[src/rtl/pointwise_lane_packer_pkg.sv]
// Shared parameters and types for the pointwise lane packer.
// Defaults match the pointwise multiplier instance (LOGQ and lane count).
package pointwise_lane_packer_pkg;

    localparam int NTT_LOGQ   = 19;
    localparam int NTT_LANES  = 8;
    localparam int LANE_CNT_W = $clog2(NTT_LANES);

    // EMPTY: no pair buffered in the fill register; FILL: partial vector held.
    typedef enum logic {
        ST_EMPTY,
        ST_FILL
    } pk_state_e;

endpackage

[src/rtl/pointwise_lane_packer.sv]
// Pointwise lane packer: packs D (a,b) coefficient pairs into lane-ordered
// D*N-bit operand vectors presented from a registered valid/ready slot.
//
// Ports:
//   clk, rst                  clock, synchronous active-high reset
//   in_valid/in_ready         input pair handshake
//   in_a, in_b [N]            coefficient pair
//   in_last                   closes the current vector early
//   out_valid/out_ready       output vector handshake
//   out_a, out_b [D*N]        lane k at bits [(k+1)*N-1:k*N], lane 0 first
//   out_mask [D]              bit k set when lane k holds real data
//   out_last                  vector was closed by in_last
module pointwise_lane_packer
    import pointwise_lane_packer_pkg::*;
#(
    parameter int N = NTT_LOGQ,
    parameter int D = NTT_LANES
) (
    input  logic           clk,
    input  logic           rst,
    input  logic           in_valid,
    output logic           in_ready,
    input  logic [N-1:0]   in_a,
    input  logic [N-1:0]   in_b,
    input  logic           in_last,
    output logic           out_valid,
    input  logic           out_ready,
    output logic [D*N-1:0] out_a,
    output logic [D*N-1:0] out_b,
    output logic [D-1:0]   out_mask,
    output logic           out_last
);

    localparam int CW = $clog2(D);
    typedef logic [CW-1:0] cnt_t;
    localparam cnt_t LAST_LANE = cnt_t'(D - 1);

    pk_state_e      state_q, state_d;
    cnt_t           lane_cnt_q, lane_cnt_d;
    logic [D*N-1:0] fill_a_q, fill_a_d;
    logic [D*N-1:0] fill_b_q, fill_b_d;
    logic [D-1:0]   fill_m_q, fill_m_d;
    logic           out_valid_q, out_valid_d;
    logic [D*N-1:0] out_a_q, out_a_d;
    logic [D*N-1:0] out_b_q, out_b_d;
    logic [D-1:0]   out_m_q, out_m_d;
    logic           out_last_q, out_last_d;

    logic beat;
    logic done;

    // Ready depends only on the slot, so a consume and a completing beat
    // may share a cycle and the slot reloads without a bubble.
    assign in_ready = ~rst & (~out_valid_q | out_ready);
    assign beat     = in_valid & in_ready;
    assign done     = beat & (in_last | (lane_cnt_q == LAST_LANE));

    always_comb begin
        state_d     = state_q;
        lane_cnt_d  = lane_cnt_q;
        fill_a_d    = fill_a_q;
        fill_b_d    = fill_b_q;
        fill_m_d    = fill_m_q;
        out_valid_d = out_valid_q;
        out_a_d     = out_a_q;
        out_b_d     = out_b_q;
        out_m_d     = out_m_q;
        out_last_d  = out_last_q;

        if (out_valid_q && out_ready) begin
            out_valid_d = 1'b0;
        end

        if (beat) begin
            fill_a_d[lane_cnt_q*N +: N] = in_a;
            fill_b_d[lane_cnt_q*N +: N] = in_b;
            fill_m_d[lane_cnt_q]        = 1'b1;
            lane_cnt_d                  = lane_cnt_q + 1'b1;
            state_d                     = ST_FILL;
        end

        // Unused lanes are already zero because the fill clears on
        // every completion; the slot takes the merged fill as-is.
        if (done) begin
            out_a_d     = fill_a_d;
            out_b_d     = fill_b_d;
            out_m_d     = fill_m_d;
            out_last_d  = in_last;
            out_valid_d = 1'b1;
            fill_a_d    = '0;
            fill_b_d    = '0;
            fill_m_d    = '0;
            lane_cnt_d  = '0;
            state_d     = ST_EMPTY;
        end
    end

    always_ff @(posedge clk) begin
        if (rst) begin
            state_q     <= ST_EMPTY;
            lane_cnt_q  <= '0;
            fill_a_q    <= '0;
            fill_b_q    <= '0;
            fill_m_q    <= '0;
            out_valid_q <= 1'b0;
            out_a_q     <= '0;
            out_b_q     <= '0;
            out_m_q     <= '0;
            out_last_q  <= 1'b0;
        end else begin
            state_q     <= state_d;
            lane_cnt_q  <= lane_cnt_d;
            fill_a_q    <= fill_a_d;
            fill_b_q    <= fill_b_d;
            fill_m_q    <= fill_m_d;
            out_valid_q <= out_valid_d;
            out_a_q     <= out_a_d;
            out_b_q     <= out_b_d;
            out_m_q     <= out_m_d;
            out_last_q  <= out_last_d;
        end
    end

    assign out_valid = out_valid_q;
    assign out_a     = out_a_q;
    assign out_b     = out_b_q;
    assign out_mask  = out_m_q;
    assign out_last  = out_last_q;

endmodule

[config.mk]
export PLATFORM = sky130hd
export DESIGN_NAME = pointwise_lane_packer
export DESIGN_NICKNAME = d
export VERILOG_FILES = /design/src/rtl/pointwise_lane_packer_pkg.sv /design/src/rtl/pointwise_lane_packer.sv
export SDC_FILE = /design/constraint.sdc
export NUM_CORES = 1
export LEC_CHECK = 0
export ABC_AREA = 1
export CORE_MARGIN = 1
export CORE_UTILIZATION = 34
export CTS_CLUSTER_SIZE = 20
export DETAILED_ROUTE_END_ITERATION = 12
export GPL_TIMING_DRIVEN = 1
export SLEW_MARGIN = 20
export SYNTH_ARGS = -nofsm -noshare
export SYNTH_HDL_FRONTEND = slang
export SYNTH_SLANG_ARGS = --single-unit
[constraint.sdc]
create_clock -name clk -period 6.9 [get_ports clk]
set_input_delay 1.725 -clock clk [delete_from_list [all_inputs] [get_ports clk]]
set_output_delay 1.725 -clock clk [all_outputs]
set_load 0.01 [all_outputs]
==> metrics.txt, run 1 <==
Synth warnings 0; number of fill cells between 7000 and 8000; P_leak ~0.014 uW; Sw Pwr between 1500 and 2000 uW; final instance area 31000 um^2; worst reg2reg setup slack around 3500 ps; grt ovf 0; Slew headroom 0.195; commonest non-fill, non-tap cells in the layout 1495 x nand2_1, 629 x dfxtp_1, 462 x nand3_1, 357 x clkdlybuf4s50_1, 354 x inv_1; Synth Net Count approximately 3600; min Tclk post-route 4640 ps; VDD IR max 163 uV; max-cap violations 0; ANT nets after route 0; final net count 3840; layout cells sized above 1 0.0421; n_diodes 0; final hold violations 0; global-route wire length before repair around 120000 um; worst-margin pin slew ~1200 ps; critical path launch point type input pin; post-synthesis sequential area ratio 0.515; Cells after Synth between 3000 and 4000; CP Class input pin to output pin; placed cell area between 20000 and 30000 um^2; top cell type's share of synthesized area 0.515; fin. max-slew vios 0; Distinct cells, synth 17; Synth-to-Final Area Change 26.9%; Final period util 0.673; element type at the critical path end output pin; number of setup buffers added after CTS 0; CTS root buffer clkbuf_16; Clock power frac 0.478; Avg WL per Cell ~17 um; IO buf count approximately 360; area of the multi-input gates 9690 um^2; Hold Worst Slack 446 ps; DR pass1 iterations 6; status finished clean; Comb power frac 0.064; total wire length just over 80000 um; Flop pwr share 0.458; largest net degree at the start of global routing 198; Hold Crit Class flip-flop to flip-flop; Num CTS Buffers between 70 and 80; # DRC 0; RSZ-0062 raised after global routing no; setup tns final 0 ps; clk sinks ~630; PwrDens ~260 nW/um^2; synthesized area per cell approximately 6.9 um^2; top post-synthesis cells by area dfxtp_1 52%, nand2_1 23%, nand3_1 9.5%, inv_1 5.5%, nor2_1 4.9%; # setup viols final 0; antenna violations before repair 3; number of H-tree levels 3; via count of the first global-routing pass 20200; Power Internal 6140 uW; Die ar. approximately 73000 um^2; gp weighted congestion roughly 0.8; gr usage total 0.220; worst-path maximum fanout 4; Die Wd roughly 270 um; via/cell ratio between 4 and 5; Initial Util 0.346; chip height between 200 and 300 um; Req. time, crit path between 5000 and 6000 ps; row cnt 97; Clock Pin Slew Worst Setup and Hold Paths approximately 60 ps; Vias roughly 22000; Synth area leader dfxtp_1; Register Area ~13000 um^2; clk_skew around 21 ps; CTS tree done; Post-Syn Area ~24000 um^2; fmax between 200 and 250 MHz; FF+latch count, synth ~630; clk_lat worst skew a little over 600 ps; clock tree buffer depth 3; CTS resizes 0; Post-CTS Hold Fix Bufs 0; hpwl dp ~50000 um; switch share 0.241; I/O pin count roughly 360; First DRT Iteration DRCs 1804; commonest non-fill, non-tap cell in the layout nand2_1; CP arrival 2920 ps; CORE AREA approximately 70000 um^2
final cells by class:
type / instances / share of cell area
clock buffer: 109 / 0.0702
clock inverter: 19 / 0.00686
inverter: 360 / 0.0438
multi-input combinational: 2345 / 0.312
sequential: 629 / 0.406
tap: 940 / 0.0379
timing repair buffer: 384 / 0.123
worst max-delay path, stage by stage:
cell	delay, ps
clkdlybuf4s50_1	510
nor2_1	140
clkdlybuf4s50_1	540
metrics by stage:
stage	utilization	cells	total power, uW	setup WS (ps)
after detailed placement	0.405	4658	4300	1960
after global placement	0.405	4657	4300	2000
final	0.439	4786	8090	2260
after global routing	0.439	4786	8360	2210
after floorplan	-	3539	4070	3270
after CTS	0.439	4786	8170	2240
layer usage:
metal	routed length [um]	up-vias	global-route usage
met3	5420	125	0.0362
met5	0	-	0
li1	-	11300	-
met2	36000	695	0.341
met1	37800	10300	0.306
met4	2590	0	0.0819
cells by family (layout without fill, tap and decap cells):
logic type	after synthesis	count (layout)	synth area share
buffers and inverters	565	872	0.0924
DFF	629	629	0.515
and+or+nand+nor	2328	2328	0.386
adders and majority gates	5	5	0.00256
AOI/OAI and AO/OA	12	12	0.00343
Yosys cell counts, drive strengths merged:
cell type / n
nand2: 1502
dfxtp: 629
nand3: 463
inv: 360
nor2: 320
buf: 139
clkbuf: 66
nand4: 38
o21bai: 9
and2: 5
ha: 5
a21oi: 2
o22ai: 1
sequential cells by signal, summed over array words and instances, names as in the netlist:
name / count
out_last: 1
fill_m_q: 8
fill_a_q: 152
lane_cnt_q: 3
out_b: 152
fill_b_q: 152
out_mask: 8
out_a: 152
out_valid: 1
power groups by stage:
stage               Clock [uW]  Combinational, uW  Sequential (uW)
finish                    3870                515             3700
global route              4100                561             3710
CTS                       3950                516             3700
detailed placement           0                514             3780
global placement             0                512             3780
floorplan                    0                283             3790
path summary, 6_finish.rpt:
check                     start         to  cells after the start
setup / recovery            rst   in_ready                      3
setup reg to reg  lane_cnt_q[0]  out_a[42]                      8
hold / removal         out_last   out_last                      2
hold reg to reg        out_last   out_last                      2
No activity file was read; power rests on OpenSTA's default activity.
==> inputs of run 2 (changes only) <==
Clock period 6.9 ns to 4.4 ns, I/O delays scaled along.
==> run 2 against run 1 <==
  * Sequential power grew 57%
  * Routed wire length shrank 2.0%
  * Largest power group unchanged
  * First-iteration DRC count shrank 12%
  * Global-route usage shrank 0.44 points
  * Count of clock-buffer cells in the layout shrank 13
  * Combinational power grew 56%
  * Worst hold slack gained 3.0 ps
  * Final area grew 0.59%
  * Sequential cell count is the same
==> metrics.txt, run 2 (synthesis gave the netlist of run 1 again) <==
hold path depth 2; clk_lat worst skew 610 ps; clock tree buffer depth 3; clk_skew 28.6 ps; hold path endpoint out_a[8]; setup tns final 0 ps; number of setup buffers added after CTS 0; final net count between 3000 and 4000; Initial Util 0.346; layout cells sized above 1 0.0475; CP Class input pin to output pin; via count of the first global-routing pass between 20000 and 25000; Post-Layout Cell Count ~4800; I/O pin count ~360; ANT nets after route 0; commonest non-fill, non-tap cell in the layout nand2_1; Avg WL per Cell approximately 17 um; commonest non-fill, non-tap cells in the layout 1495 x nand2_1, 629 x dfxtp_1, 462 x nand3_1, 357 x clkdlybuf4s50_1, 354 x inv_1; gr usage total 0.216; number of H-tree levels 3; min Tclk post-route about 3400 ps; min-delay src out_a[8]; CP arrival roughly 2300 ps; grt ovf 0; Clock Pin Slew Worst Setup and Hold Paths approximately 50 ps; element type at the critical path end output pin; Util after Layout 0.442; FF-to-FF End fill_a_q[28]; Post-CTS Hold Fix Bufs 0; Final period util 0.770; Req. time, crit path between 3000 and 4000 ps; hpwl dp around 51000 um; worst-margin pin slew approximately 1100 ps; # setup viols final 0; via/cell ratio 4.62; Hold Worst Slack 449 ps; RSZ-0062 raised after global routing no; Num CTS Buffers about 70; number of fill cells between 7000 and 8000; PwrDens 405 nW/um^2; Hold Crit Class flip-flop to flip-flop; global-route wire length before repair ~120000 um; Placement Setup Slack roughly 870 ps; First DRT Iteration DRCs between 1500 and 2000; DR pass1 iterations 7; CORE AREA ~71000 um^2; critical path launch point type input pin; max-cap violations 0; status finished clean; Synth-to-Final Area Change 27.7%; reg2reg start lane_cnt_q[1]; total wire length ~80000 um; clk sinks between 600 and 700; fmax 295 MHz; largest net degree at the start of global routing approximately 160; row cnt 97; P_leak 0.0141 uW; antenna violations before repair 2; Final Worst Setup Slack 1010 ps; Die Wd 270 um; fin. max-slew vios 0; CTS tree done; # DRC 0; VDD IR max 273 uV; Vias 22200; chip height between 200 and 300 um; Die ar. 73000 um^2; IO buf count roughly 360; CTS resizes 0; worst reg2reg setup slack roughly 1500 ps; gp weighted congestion ~0.8; FF-to-FF path depth 13; final hold violations 0; worst-path maximum fanout 4; Slew headroom 0.278; DP Cell Count roughly 4700; CTS root buffer clkbuf_16
## run 2: worst max path at each step
stage / startpoint / endpoint / cells after the start
after CTS: rst / in_ready / 3
final: rst / in_ready / 3
after global routing: rst / in_ready / 3
after global placement: out_ready / out_a[20] / 10
after detailed placement: out_ready / out_a[31] / 10
after floorplan: out_ready / in_ready / 2
## run 2: cell type report
type                       instances  area (um^2)  area share
clock inverter                    32          300     0.00962
multi-input combinational       2345         9690       0.310
inverter                         360         1360      0.0435
antenna                            1         2.50   0.0000802
tap                              940         1180      0.0377
timing repair buffer             394         4010       0.129
sequential                       629        12600       0.404
clock buffer                      96         2070      0.0665
## run 2: worst max-delay path, cell delays in order
cell and delay, ps:
clkdlybuf4s50_1 510, nor2_1 140, clkdlybuf4s50_1 540
## run 2: stage by stage
step | cell area [um^2] | power (uW)
2_1_floorplan | 24400 | 6380
3_3_place_gp | 28800 | 6730
3_5_place_dp | 28800 | 6740
4_1_cts | 31200 | 12800
5_1_grt | 31200 | 13100
6_report | 31200 | 12600
## run 2: power breakdown
group / internal, uW / total [uW] / switching [uW]
sequential: 5770 / 5810 / 35.0
clock: 3560 / 6010 / 2450
combinational: 209 / 802 / 593
total: 9540 / 12600 / 3080
## run 2: layer usage
layer | track usage | up-vias | wire length, um
met3 | 0.0469 | 94 | 5760
met1 | 0.298 | 10200 | 37200
li1 | - | 11300 | -
met5 | 0 | - | 13
met4 | 0.0546 | 2 | 1440
met2 | 0.339 | 606 | 35700
==> inputs of run 3 (changes only) <==
Clock period 4.4 ns to 3.5 ns, I/O delays scaled along.
==> run 3 against run 2 <==
  * Worst hold slack worse by 1.0 ps
  * Non-clock buffer count is 17 higher
  * First-iteration DRC count shrank 0.19%
  * Sequential power is 26% higher
  * Via count up 0.39%
  * Register-to-register slack got worse by 710 ps
  * Sequential share of layout area decreased by 0.34 points
  * Global-route usage fell by 0.10 points
  * Routed wire length fell by 0.33%
  * Critical path type unchanged
==> metrics.txt, run 3 (synthesis gave the netlist of run 1 again) <==
status finished clean; I/O pin count 358; global-route wire length before repair ~120000 um; number of fill cells approximately 7300; antenna violations before repair 3; CP arrival 2110 ps; worst path cell trace clkdlybuf4s50_1 > nor2_1 > clkdlybuf4s50_1; gp weighted congestion around 0.8; hpwl dp 52200 um; Power Internal roughly 12000 uW; reg2reg start lane_cnt_q[1]; Top delay family on crit path buffers and inverters; clk_skew 25.1 ps; FF-to-FF path depth 12; worst-margin pin slew roughly 690 ps; total chip power around 16000 uW; min Tclk post-route 2990 ps; n_diodes 0; slowest cell delay on critical path between 500 and 600 ps; via count of the first global-routing pass about 20000; Post-Layout Cell Count between 4000 and 5000; largest net degree at the start of global routing between 100 and 150; clk sinks approximately 630; hold path endpoint out_a[89]; CTS tree done; Sw Pwr ~3800 uW; Placement Setup Slack 374 ps; final net count around 3900; DP Cell Count 4685; min-delay src out_a[89]; PwrDens 506 nW/um^2; Die Wd ~270 um; grt ovf 0; final instance area ~31000 um^2; Initial Util 0.346; CORE AREA 70600 um^2; element type at the critical path end output pin; number of H-tree levels 3; max-cap violations 0; critical path launch point type input pin; Register Area around 13000 um^2; hold path depth 2; layout cells sized above 1 0.0483; Post-CTS Hold Fix Bufs 0; Critical-path top delay cell clkdlybuf4s50_1; Flop pwr share 0.458; total wire length about 80000 um; most used cell, CP clkdlybuf4s50_1; IO buf count between 300 and 400; Final period util 0.854; # setup viols final 0; Avg WL per Cell 16.6 um; gr usage total 0.215; worst-path maximum fanout 4; RSZ-0062 raised after global routing no; P_leak around 0.014 uW; WP buf/inv 2; area of the multi-input gates between 9000 and 10000 um^2; CP Class input pin to output pin; commonest non-fill, non-tap cell in the layout nand2_1; VDD IR max 366 uV; # DRC 0; worst reg2reg setup slack 750 ps; ANT nets after route 0; Req. time, crit path between 2000 and 3000 ps; CTS root buffer clkbuf_16; Synth-to-Final Area Change 28.8%; CTS resizes 0; DR pass1 iterations 5; FF-to-FF End out_b[37]; fmax ~330 MHz; Clock power frac 0.476; Num CTS Buffers between 70 and 80; via/cell ratio 4.63; Slew headroom 0.536; Vias around 22000; placed cell area between 20000 and 30000 um^2; final hold violations 0; Final Worst Setup Slack about 510 ps; number of setup buffers added after CTS 0; clk_lat worst skew around 600 ps; First DRT Iteration DRCs 1580; commonest non-fill, non-tap cells in the layout 1495 x nand2_1, 629 x dfxtp_1, 462 x nand3_1, 357 x clkdlybuf4s50_1, 354 x inv_1; Hold Crit Class flip-flop to flip-flop; Clock Pin Slew Worst Setup and Hold Paths 60 ps; fin. max-slew vios 0; chip height between 200 and 300 um; Comb power frac 0.066; Die ar. approximately 73000 um^2; clock tree buffer depth 3; switch share 0.240; row cnt a little under 100; setup tns final 0 ps
[run 3: cell count changes in the layout (fill, tap and decap cells not counted), moves of 3 or more]
cell        previous run  this run
clkinv_4               0         3
inv_6                  5         2
buf_12                13        25
clkinvlp_4             4         1
buf_4                 24        29
clkbuf_8              14        11
clkinv_2              18         9
clkbuf_1               8        19
[run 3: worst register-to-register path: cells and delay by family (launching register included)]
kind | cells | cell delay [ps]
AND/OR/NAND/NOR | 7 | 900
buffers and inverters | 4 | 990
flip-flops | 1 | 520
adder cells (fa/ha/maj) | 1 | 210
[run 3: worst max path at each step]
stage	from	endpoint	slack (ps)	depth (start not counted)
2_1_floorplan	lane_cnt_q[0]	out_a[52]	1210	10
6_report	rst	in_ready	510	3
3_3_place_gp	rst	out_b[115]	430	8
5_1_grt	rst	in_ready	470	3
3_5_place_dp	rst	out_b[47]	370	8
4_1_cts	rst	in_ready	510	3
[run 3: layer usage]
metal	global-route usage	vias to the layer above	routed length, um
met5	0	-	22
met4	0.0676	4	1920
met3	0.0474	117	5980
met2	0.333	674	35200
met1	0.295	10200	36800
li1	-	11300	-
[run 3: power by group through the flow]
stage	Combinational, uW	Sequential [uW]	Clock, uW
final	1040	7300	7590
after global routing	1140	7310	8070
after CTS	1050	7300	7750
after detailed placement	1050	7460	0
after global placement	1040	7460	0
after floorplan	558	7470	0
[run 3: metrics by stage]
| step | utilization | hold WS [ps] |
|---|---|---|
| after global placement | 0.412 | 434 |
| final | 0.446 | 448 |
| after CTS | 0.446 | 452 |
| after detailed placement | 0.412 | 438 |
| after floorplan | - | 470 |
| after global routing | 0.446 | 460 |
[run 3: final cells by class]
| cell class | instances | share of cell area |
|---|---|---|
| sequential | 629 | 0.400 |
| clock inverter | 22 | 0.00930 |
| multi-input combinational | 2345 | 0.308 |
| inverter | 360 | 0.0432 |
| tap | 940 | 0.0374 |
| timing repair buffer | 411 | 0.136 |
| clock buffer | 104 | 0.0659 |
